File: config.mk
export PLATFORM = sky130hd
export DESIGN_NAME = muldiv_seq
export DESIGN_NICKNAME = d
export VERILOG_FILES = /design/src/rtl/muldiv_seq_pkg.sv /design/src/rtl/muldiv_step.sv /design/src/rtl/muldiv_seq.sv
export SDC_FILE = /design/constraint.sdc
export NUM_CORES = 1
export LEC_CHECK = 0
export CAP_MARGIN = 20
export CELL_PAD_IN_SITES_DETAIL_PLACEMENT = 1
export CELL_PAD_IN_SITES_GLOBAL_PLACEMENT = 1
export CORE_MARGIN = 2
export CORE_UTILIZATION = 47
export CTS_CLUSTER_DIAMETER = 40
export DETAILED_ROUTE_END_ITERATION = 16
export PLACE_DENSITY_LB_ADDON = 0.15
export RECOVER_POWER = 25
export SLEW_MARGIN = 25
export SYNTH_ARGS = -nofsm -noshare
export SYNTH_HDL_FRONTEND = slang
export SYNTH_SLANG_ARGS = --single-unit
File: constraint.sdc
create_clock -name clk -period 7.1 [get_ports clk]
set_input_delay 1.42 -clock clk [delete_from_list [all_inputs] [get_ports clk]]
set_output_delay 1.42 -clock clk [all_outputs]
set_load 0.02 [all_outputs]
File: src/rtl/muldiv_seq_pkg.sv
// Shared definitions for the HI/LO multiply/divide sequencer: op encodings,
// FSM states and iteration count.
package muldiv_seq_pkg;

  localparam int STEPS = 32;

  typedef enum logic [2:0] {
    OP_MULT  = 3'd0,
    OP_MULTU = 3'd1,
    OP_DIV   = 3'd2,
    OP_DIVU  = 3'd3,
    OP_MTHI  = 3'd4,
    OP_MTLO  = 3'd5
  } op_e;

  typedef enum logic [1:0] {
    ST_IDLE = 2'd0,
    ST_RUN  = 2'd1,
    ST_SIGN = 2'd2
  } state_e;

endpackage

File: src/rtl/muldiv_step.sv
// One radix-2 iteration over the {rem,acc} working register:
// shift-add for multiply, restoring shift-subtract for divide.
module muldiv_step #(
  parameter int WIDTH = 32
) (
  input  logic [2*WIDTH-1:0] work_in,
  input  logic [WIDTH-1:0]   opnd,
  input  logic               is_div,
  output logic [2*WIDTH-1:0] work_out
);

  logic [WIDTH:0]   sum;
  logic [WIDTH:0]   rem_sh;
  logic [WIDTH-1:0] diff;

  always_comb begin
    // multiply: add multiplicand into the upper half when the multiplier lsb is set
    sum    = {1'b0, work_in[2*WIDTH-1:WIDTH]} + (work_in[0] ? {1'b0, opnd} : '0);
    // divide: remainder shifted left with the next dividend bit brought in
    rem_sh = work_in[2*WIDTH-1:WIDTH-1];
    diff   = rem_sh[WIDTH-1:0] - opnd;
    if (is_div) begin
      if (rem_sh >= {1'b0, opnd})
        work_out = {diff, work_in[WIDTH-2:0], 1'b1};
      else
        work_out = {rem_sh[WIDTH-1:0], work_in[WIDTH-2:0], 1'b0};
    end else begin
      work_out = {sum, work_in[WIDTH-1:1]};
    end
  end

endmodule

File: src/rtl/muldiv_seq.sv
// Multi-cycle MULT/MULTU/DIV/DIVU sequencer owning HI/LO; 32 unsigned
// iterations on magnitudes followed by one sign-fixup cycle.
module muldiv_seq
  import muldiv_seq_pkg::*;
#(
  parameter int WIDTH = 32
) (
  input  logic             clk,
  input  logic             rst,
  input  logic             start,
  input  logic [2:0]       op,
  input  logic [WIDTH-1:0] a,
  input  logic [WIDTH-1:0] b,
  input  logic             flush,
  output logic             busy,
  output logic             done,
  output logic [WIDTH-1:0] hi,
  output logic [WIDTH-1:0] lo
);

  state_e             state_reg, state_next;
  logic [4:0]         cnt_reg, cnt_next;
  logic [2*WIDTH-1:0] work_reg, work_next, step_out, prod;
  logic [WIDTH-1:0]   opnd_reg, opnd_next;
  logic [WIDTH-1:0]   a_reg, a_next;
  logic [WIDTH-1:0]   hi_reg, hi_next, lo_reg, lo_next;
  logic               is_div_reg, is_div_next;
  logic               neg_q_reg, neg_q_next, neg_r_reg, neg_r_next;
  logic               bzero_reg, bzero_next;
  logic               done_reg, done_next;
  logic               is_signed;
  logic [WIDTH-1:0]   a_abs, b_abs, quot, rem;

  muldiv_step #(.WIDTH(WIDTH)) u_step (
    .work_in (work_reg),
    .opnd    (opnd_reg),
    .is_div  (is_div_reg),
    .work_out(step_out)
  );

  always_comb begin
    state_next  = state_reg;
    cnt_next    = cnt_reg;
    work_next   = work_reg;
    opnd_next   = opnd_reg;
    a_next      = a_reg;
    hi_next     = hi_reg;
    lo_next     = lo_reg;
    is_div_next = is_div_reg;
    neg_q_next  = neg_q_reg;
    neg_r_next  = neg_r_reg;
    bzero_next  = bzero_reg;
    done_next   = 1'b0;

    is_signed = (op == OP_MULT) || (op == OP_DIV);
    a_abs     = (is_signed && a[WIDTH-1]) ? -a : a;
    b_abs     = (is_signed && b[WIDTH-1]) ? -b : b;
    prod      = neg_q_reg ? -work_reg : work_reg;
    quot      = neg_q_reg ? -work_reg[WIDTH-1:0] : work_reg[WIDTH-1:0];
    rem       = neg_r_reg ? -work_reg[2*WIDTH-1:WIDTH] : work_reg[2*WIDTH-1:WIDTH];

    case (state_reg)
      ST_IDLE: begin
        if (start && !flush) begin
          case (op)
            OP_MULT, OP_MULTU, OP_DIV, OP_DIVU: begin
              is_div_next = (op == OP_DIV) || (op == OP_DIVU);
              // multiplier (or dividend) sits in the low half; the other operand is held aside
              work_next   = {{WIDTH{1'b0}}, is_div_next ? a_abs : b_abs};
              opnd_next   = is_div_next ? b_abs : a_abs;
              a_next      = a;
              neg_q_next  = is_signed && (a[WIDTH-1] ^ b[WIDTH-1]);
              neg_r_next  = is_signed && a[WIDTH-1];
              bzero_next  = (b == '0);
              cnt_next    = 5'(STEPS - 1);
              state_next  = ST_RUN;
            end
            OP_MTHI: begin
              hi_next   = a;
              done_next = 1'b1;
            end
            OP_MTLO: begin
              lo_next   = a;
              done_next = 1'b1;
            end
            default: ;
          endcase
        end
      end
      ST_RUN: begin
        if (flush) begin
          state_next = ST_IDLE;
        end else begin
          work_next = step_out;
          cnt_next  = cnt_reg - 5'd1;
          if (cnt_reg == '0)
            state_next = ST_SIGN;
        end
      end
      ST_SIGN: begin
        state_next = ST_IDLE;
        if (!flush) begin
          done_next = 1'b1;
          if (is_div_reg) begin
            if (bzero_reg) begin
              hi_next = a_reg;
              lo_next = '1;
            end else begin
              hi_next = rem;
              lo_next = quot;
            end
          end else begin
            {hi_next, lo_next} = prod;
          end
        end
      end
      default: state_next = ST_IDLE;
    endcase
  end

  always_ff @(posedge clk) begin
    if (rst) begin
      state_reg  <= ST_IDLE;
      cnt_reg    <= '0;
      work_reg   <= '0;
      opnd_reg   <= '0;
      a_reg      <= '0;
      hi_reg     <= '0;
      lo_reg     <= '0;
      is_div_reg <= 1'b0;
      neg_q_reg  <= 1'b0;
      neg_r_reg  <= 1'b0;
      bzero_reg  <= 1'b0;
      done_reg   <= 1'b0;
    end else begin
      state_reg  <= state_next;
      cnt_reg    <= cnt_next;
      work_reg   <= work_next;
      opnd_reg   <= opnd_next;
      a_reg      <= a_next;
      hi_reg     <= hi_next;
      lo_reg     <= lo_next;
      is_div_reg <= is_div_next;
      neg_q_reg  <= neg_q_next;
      neg_r_reg  <= neg_r_next;
      bzero_reg  <= bzero_next;
      done_reg   <= done_next;
    end
  end

  assign busy = (state_reg != ST_IDLE);
  assign done = done_reg;
  assign hi   = hi_reg;
  assign lo   = lo_reg;

endmodule

==> flow_summary_export.csv, run 1 <==
group,metric,value,unit
cells_and_area,syn_to_final_growth,17.9,%
critical_path,r2r_start,"work_reg[0]$_SDFFE_PP0P_",
critical_path,crit_top_cell,"nand2_1",
cts,cts_tree,"yes",
cells_and_area,finalNonFillerCells,2856,
synthesis,syn_avg_cell_area,7.05,um2
route,antenna_left,0,
critical_path,path_max_fanout,8,
sta,rsz0062_at_grt,"no",
synthesis,syn_area,16500,um2
power,p_leak,7.44,nW
die,die_y,191,um
cells_and_area,regArea,4090,um2
synthesis,ys_warn_count,0,
route,drt_iter0_drc,1562,
cts,cts.path.max_buffers,3,
global_route,antenna_found_initial,1,
die,dieArea,36600,um2
status,status,"completed",
hold_path,hold_path.class,"flip-flop to flip-flop",
sta,period_needed,4.66,ns
cts,hold_buffers,0,
global_route,top_usage_layer,"met2",
route,vias_per_cell,6.50,
synthesis,yosysSeqAreaShare,24.7,%
cells_and_area,multi_input_area,11500,um2
cells_and_area,final_nets,2510,
cts,clkLatencyLatePin,0.58,ns
placed_design,hpwl,52300,um
route,wl,72500,um
sta,fin_worst_skew,0.0209,ns
route,drc,0,
power,irDropWorstVdd,0.197,mV
critical_path,worstPathCellList,"clkdlybuf4s50_1, or4_1, nor4_1, nand2_1, o41ai_1, xor2_1, nand2_1, a21oi_1, a2111oi_0",
cells_and_area,num-fill-cells,4364,
synthesis,synth_seq_cells,204,
placed_design,placed_cell_area,18000,um2
cts,cts_sinks,204,
global_route,grt_usage,39.2,%
global_route,grt_max_degree,87,
critical_path,crit_path_start_kind,"input pin",
die,rows,68,
synthesis,synth_cell_types,73,
cts,cts.clk_slew.worst_paths,0.05,ns
placed_design,dp.cells,2778,
critical_path,worst-path-buf-inv,1,
cells_and_area,largest_register_ffs,64,
sta,tightest_slew,1.02,ns
synthesis,synth-edff-count,0,
die,coreArea,34500,um2
cts,cts_setup_buffers,0,
critical_path,required,7.53,ns
sta,hold_viol,0,
power,power_density,205,nW/um2
sta,relSlewSlack,31.9,%
global_route,grt_pass1_wl,110000,um
route,detail_route.wl_per_cell,25.4,um
global_route,grtUsageMet2,63.8,%
sta,max_freq,215,MHz
synthesis,synth_flop_cell,"dfxtp_1",
sta,setup_viol,0,
critical_path,cp_top_family,"simple AND/OR/NAND/NOR gates",
flow_run,drv_cap,0,
synthesis,synth_fp_nets,2486,
sta,period_share,65.6,%
sta,slew_violations,0,
global_route,overflow,0,
critical_path,path_class,"input pin to flip-flop",
critical_path,critical_path.startpoint,"a[2]",
synthesis,syn_inst,2343,
global_route,grt_use_met3,6.77,%
die,ioPinCount,137,
hold_path,min_from,"lo[17]$_SDFFE_PP0P_",
placed_design,gp_congestion,0.948,
cts,cts.htree.levels,2,
critical_path,crit_path_end_kind,"flip-flop",
cts,cts_made_buffers,41,
global_route,gr-usage-met1,47.4,%
route,vias,18563,
cts,cts_resized,0,
synthesis,async_flop_share,0,%
cells_and_area,final_area,19500,um2
critical_path,slowest_delay,0.78,ns
placed_design,numPortBuffers,136,
cells_and_area,layout-drive-gt1-share,6.38,%
critical_path,crit_path_top_delay_cell,"nor4_1",
sta,finalSetupTns,0,ns
die,die_x,191,um
global_route,first_global_vias,18900,
die,initial_utilization,47.8,%
route,firstDrtPassIters,6,
critical_path,arrival,5.09,ns
cts,root_buffer,"clkbuf_16",
[worst min-delay path, stage by stage (launching register included)]
cell	delay, ns
dfxtp_1	0.30
nand2_1	0.05
a21oi_1	0.05
[routing by layer]
metal,part of all wire [%],vias up
li1,-,8429
met4,7.2,2
met5,0.025,-
met3,7.4,283
met2,46,814
met1,40,9035
[Yosys cell counts, drive strengths merged (21+ instances only)]
cell type	number	area, um2
a21oi	260	1300
dfxtp	204	4080
clkbuf	171	644
o221ai	40	350
a311oi	21	184
inv	63	236
nand2	375	1410
xnor2	110	963
nor3	67	335
nand3	51	255
nor4	25	169
mux2i	55	551
a21o	31	233
o21ai	170	851
o31ai	35	268
ha	70	876
nor2	198	743
a211oi	27	203
nand2b	21	131
a31oi	27	169
xor2	76	666
[stage by stage]
stage,worst slack (ns),hold slack (ns),util [%],power (mW)
final,2.44,0.453,56.4,3.99
after global routing,2.35,0.467,56.4,4.10
after CTS,2.42,0.456,56.3,3.96
after detailed placement,1.99,0.446,52.2,1.98
after global placement,2.14,0.438,52.2,1.96
after floorplan,3.01,0.432,-,1.70
[area by class of cell]
type,count,share of cell area [%]
multi-input combinational,1885,59.2
sequential,204,21.0
timing repair buffer,172,8.47
clock buffer,52,5.80
tap,455,2.92
clock inverter,24,1.40
inverter,63,1.21
antenna,1,0.0129
[logic make-up after synthesis]
kind of cell | Yosys count | synth area share (%)
AO/OA/AOI/OAI | 736 | 27.9
multiplexers | 57 | 3.47
buffers and inverters | 254 | 5.87
adder cells (fa/ha/maj) | 72 | 5.55
XOR/XNOR | 186 | 9.87
AND/OR/NAND/NOR | 834 | 22.6
flip-flops | 204 | 24.7
[cells in the final DEF (no fill, tap or decap), types with 7 or more instances in the layout]
| cell | instances |
|---|---|
| a22oi_1 | 15 |
| a2111oi_0 | 9 |
| or4_1 | 12 |
| o31ai_1 | 34 |
| and3_1 | 7 |
| o21ai_0 | 166 |
| inv_1 | 62 |
| nand2_1 | 374 |
| a21o_1 | 31 |
| o221ai_1 | 40 |
| mux2i_1 | 55 |
| a21oi_1 | 260 |
| o22ai_1 | 8 |
| nor4_1 | 23 |
| xor2_1 | 76 |
| clkbuf_16 | 42 |
| or3_1 | 19 |
| and2_1 | 8 |
| o41ai_1 | 17 |
| a311oi_1 | 21 |
| or2_2 | 11 |
| buf_4 | 36 |
| dfxtp_1 | 202 |
| clkinvlp_4 | 7 |
| nand3_1 | 50 |
| nor2_1 | 196 |
| dlygate4sd3_1 | 65 |
| o21a_1 | 10 |
| a221oi_1 | 7 |
| nor3_1 | 66 |
| clkdlybuf4s50_1 | 70 |
| ha_1 | 70 |
| a31oi_1 | 26 |
| nand2b_1 | 20 |
| a211oi_1 | 27 |
| nor2b_1 | 11 |
| o21bai_1 | 10 |
| xnor2_1 | 110 |
| o211ai_1 | 18 |
[path summary, 6_finish.rpt]
path,slack (ns),cells after the start,endpoint
max,2.44,9,work_reg[27]$_SDFFE_PP0P_
max reg2reg,2.63,14,work_reg[57]$_SDFFE_PP0P_
min,0.45,2,lo[17]$_SDFFE_PP0P_
min reg2reg,0.45,2,lo[17]$_SDFFE_PP0P_
[where the power goes]
part	leakage [nW]	internal (mW)	switching, mW
logic	5.12	0.269	0.489
registers	1.66	1.18	0.0546
clock network	0.664	1.25	0.737
total	7.44	2.71	1.28
No activity file was read; power rests on OpenSTA's default activity.
==> run 2, diff against run 1 <==
- CORE_UTILIZATION: 47 -> 39
- clock period: 7.1 -> 4.1 ns (I/O delays scaled with it)
==> run 2 against run 1 <==
Net effect:
- via count up 0.81%
- total power up 76%
- flip-flop and latch count unchanged
- clock skew rose by 0.0052 ns
- critical endpoint is now work_reg[62]$_SDFFE_PP0P_
- largest power group unchanged
==> flow_summary_export.csv, run 2 (synthesized netlist as in run 1, its figures left out) <==
group,metric,value,unit
critical_path,crit_path_end_kind,"flip-flop",
critical_path,r2r_start,"work_reg[0]$_SDFFE_PP0P_",
sta,period_share,93.5,%
critical_path,regToRegEndpoint,"work_reg[62]$_SDFFE_PP0P_",
power,power_density,347,nW/um2
global_route,antenna_found_initial,1,
placed_design,hpwl,57900,um
sta,hold_viol,0,
die,dieArea,44000,um2
critical_path,path_class,"flip-flop to flip-flop",
critical_path,required,4.54,ns
die,die_x,210,um
global_route,grt_usage,34.4,%
die,initial_utilization,39.4,%
critical_path,path_max_fanout,19,
die,coreArea,41900,um2
global_route,grt_pass1_wl,116000,um
die,rows,75,
global_route,grt_max_degree,69,
status,status,"completed",
route,drt_iter0_drc,1486,
route,vias_per_cell,6.18,
cells_and_area,final_nets,2596,
cts,cts.clk_slew.worst_paths,0.04,ns
die,die_y,210,um
power,irDropWorstVdd,0.411,mV
sta,max_freq,261,MHz
cts,clkLatencyLatePin,0.58,ns
hold_path,hold-path-cell-count,2,
cells_and_area,final_area,20200,um2
hold_path,min_to,"opnd_reg[19]$_SDFFE_PP0P_",
route,detail_route.wl_per_cell,25.4,um
sta,fin_worst_skew,0.0261,ns
route,drc,0,
cts,cts_made_buffers,42,
die,ioPinCount,137,
cts,cts_setup_buffers,0,
power,p_leak,7.84,nW
cts,cts_sinks,204,
sta,period_needed,3.83,ns
cts,cts.path.max_buffers,3,
critical_path,rrSetupSlack,0.27,ns
placed_design,placed_cell_area,18800,um2
sta,relSlewSlack,3.72,%
cells_and_area,final_cell_mix,"374 x nand2_1, 259 x a21oi_1, 202 x dfxtp_1",
route,vias,18713,
critical_path,arrival,4.28,ns
critical_path,r2r_cells,14,
hold_path,hold_path.class,"flip-flop to flip-flop",
cells_and_area,syn_to_final_growth,22.5,%
flow_run,drv_cap,0,
cells_and_area,layout-drive-gt1-share,9.46,%
route,wl,76800,um
sta,setup_viol,0,
route,antenna_left,0,
cts,cts.htree.levels,2,
placed_design,numPortBuffers,136,
critical_path,critical_path.startpoint,"work_reg[0]$_SDFFE_PP0P_",
cells_and_area,largest_register_ffs,64,
route,firstDrtPassIters,5,
hold_path,min_from,"opnd_reg[19]$_SDFFE_PP0P_",
cts,cts_tree,"yes",
cells_and_area,final_common_cell,"nand2_1",
sta,tightest_slew,1.44,ns
sta,rsz0062_at_grt,"no",
placed_design,gp_congestion,0.943,
sta,finalSetupTns,0,ns
global_route,first_global_vias,19191,
cts,root_buffer,"clkbuf_16",
critical_path,crit_path_start_kind,"flip-flop",
sta,slew_violations,0,
global_route,overflow,0,
[run 2: cell count changes in the layout (fill, tap and decap cells not counted), sizes merged]
cell | previous run | this run
buf | 37 | 119
diode | 1 | 2
clkinv | 8 | 13
clkdlybuf4s50 | 70 | 81
bufinv | 3 | 4
clkinvlp | 7 | 4
clkbuf | 52 | 53
inv | 69 | 68
dlygate4sd3 | 65 | 54
[run 2: through the flow]
step	setup WS [ns]	power, mW	util (%)	instances	hold WS (ns)
after floorplan	0.584	2.94	-	2343	0.432
after global placement	0.117	3.53	45.0	2948	0.439
after detailed placement	0.0537	3.55	45.0	2948	0.446
after CTS	0.230	7.01	48.3	3024	0.451
after global routing	0.0354	7.25	48.3	3024	0.465
final	0.265	7.02	48.3	3026	0.449
[run 2: timing repair]
item                       CTS  global route
hold buffers                 0             0
setup endpoints to repair    0             2
resized for setup            0             3
[run 2: how the worst max path moves through the flow]
stage / end / slack, ns / cells after the start
floorplan: work_reg[57]$_SDFFE_PP0P_ / 0.58 / 15
global placement: work_reg[31]$_SDFFE_PP0P_ / 0.12 / 11
detailed placement: work_reg[31]$_SDFFE_PP0P_ / 0.05 / 11
CTS: work_reg[57]$_SDFFE_PP0P_ / 0.23 / 11
global route: work_reg[62]$_SDFFE_PP0P_ / 0.04 / 13
finish: work_reg[62]$_SDFFE_PP0P_ / 0.27 / 14
[run 2: layout make-up]
cell class,instances,area (um2)
fill,5218,21600
multi-input combinational,1885,11500
sequential,204,4090
timing repair buffer,257,2310
clock buffer,50,1110
tap,539,674
clock inverter,26,293
inverter,63,236
antenna,2,5.00
[run 2: routing by layer]
| metal | global-route usage (%) | vias up | part of all wire (%) |
|---|---|---|---|
| met5 | 0 | - | 0.017 |
| li1 | - | 8585 | - |
| met4 | 17.6 | 2 | 5.4 |
| met2 | 57.9 | 597 | 47 |
| met3 | 5.34 | 201 | 5.9 |
| met1 | 42.5 | 9328 | 42 |
[run 2: power by group]
part	leakage, nW	total, mW	internal (mW)	switching (mW)
Clock	0.680	3.47	2.20	1.27
Combinational	5.50	1.42	0.534	0.888
Sequential	1.66	2.13	2.05	0.0814
[run 2: worst max-delay path: stages, from the launching register on]
cell,delay (ns)
dfxtp_1,0.33
inv_1,0.16
buf_4,0.34
nor2_1,0.08
ha_1,0.33
o21ai_0,0.25
nor4_1,0.09
or2_2,0.35
o21ai_0,0.20
and2_1,0.20
o21ai_0,0.19
a21oi_2,0.36
nor4b_1,0.39
nor4_1,0.15
a32o_1,0.28
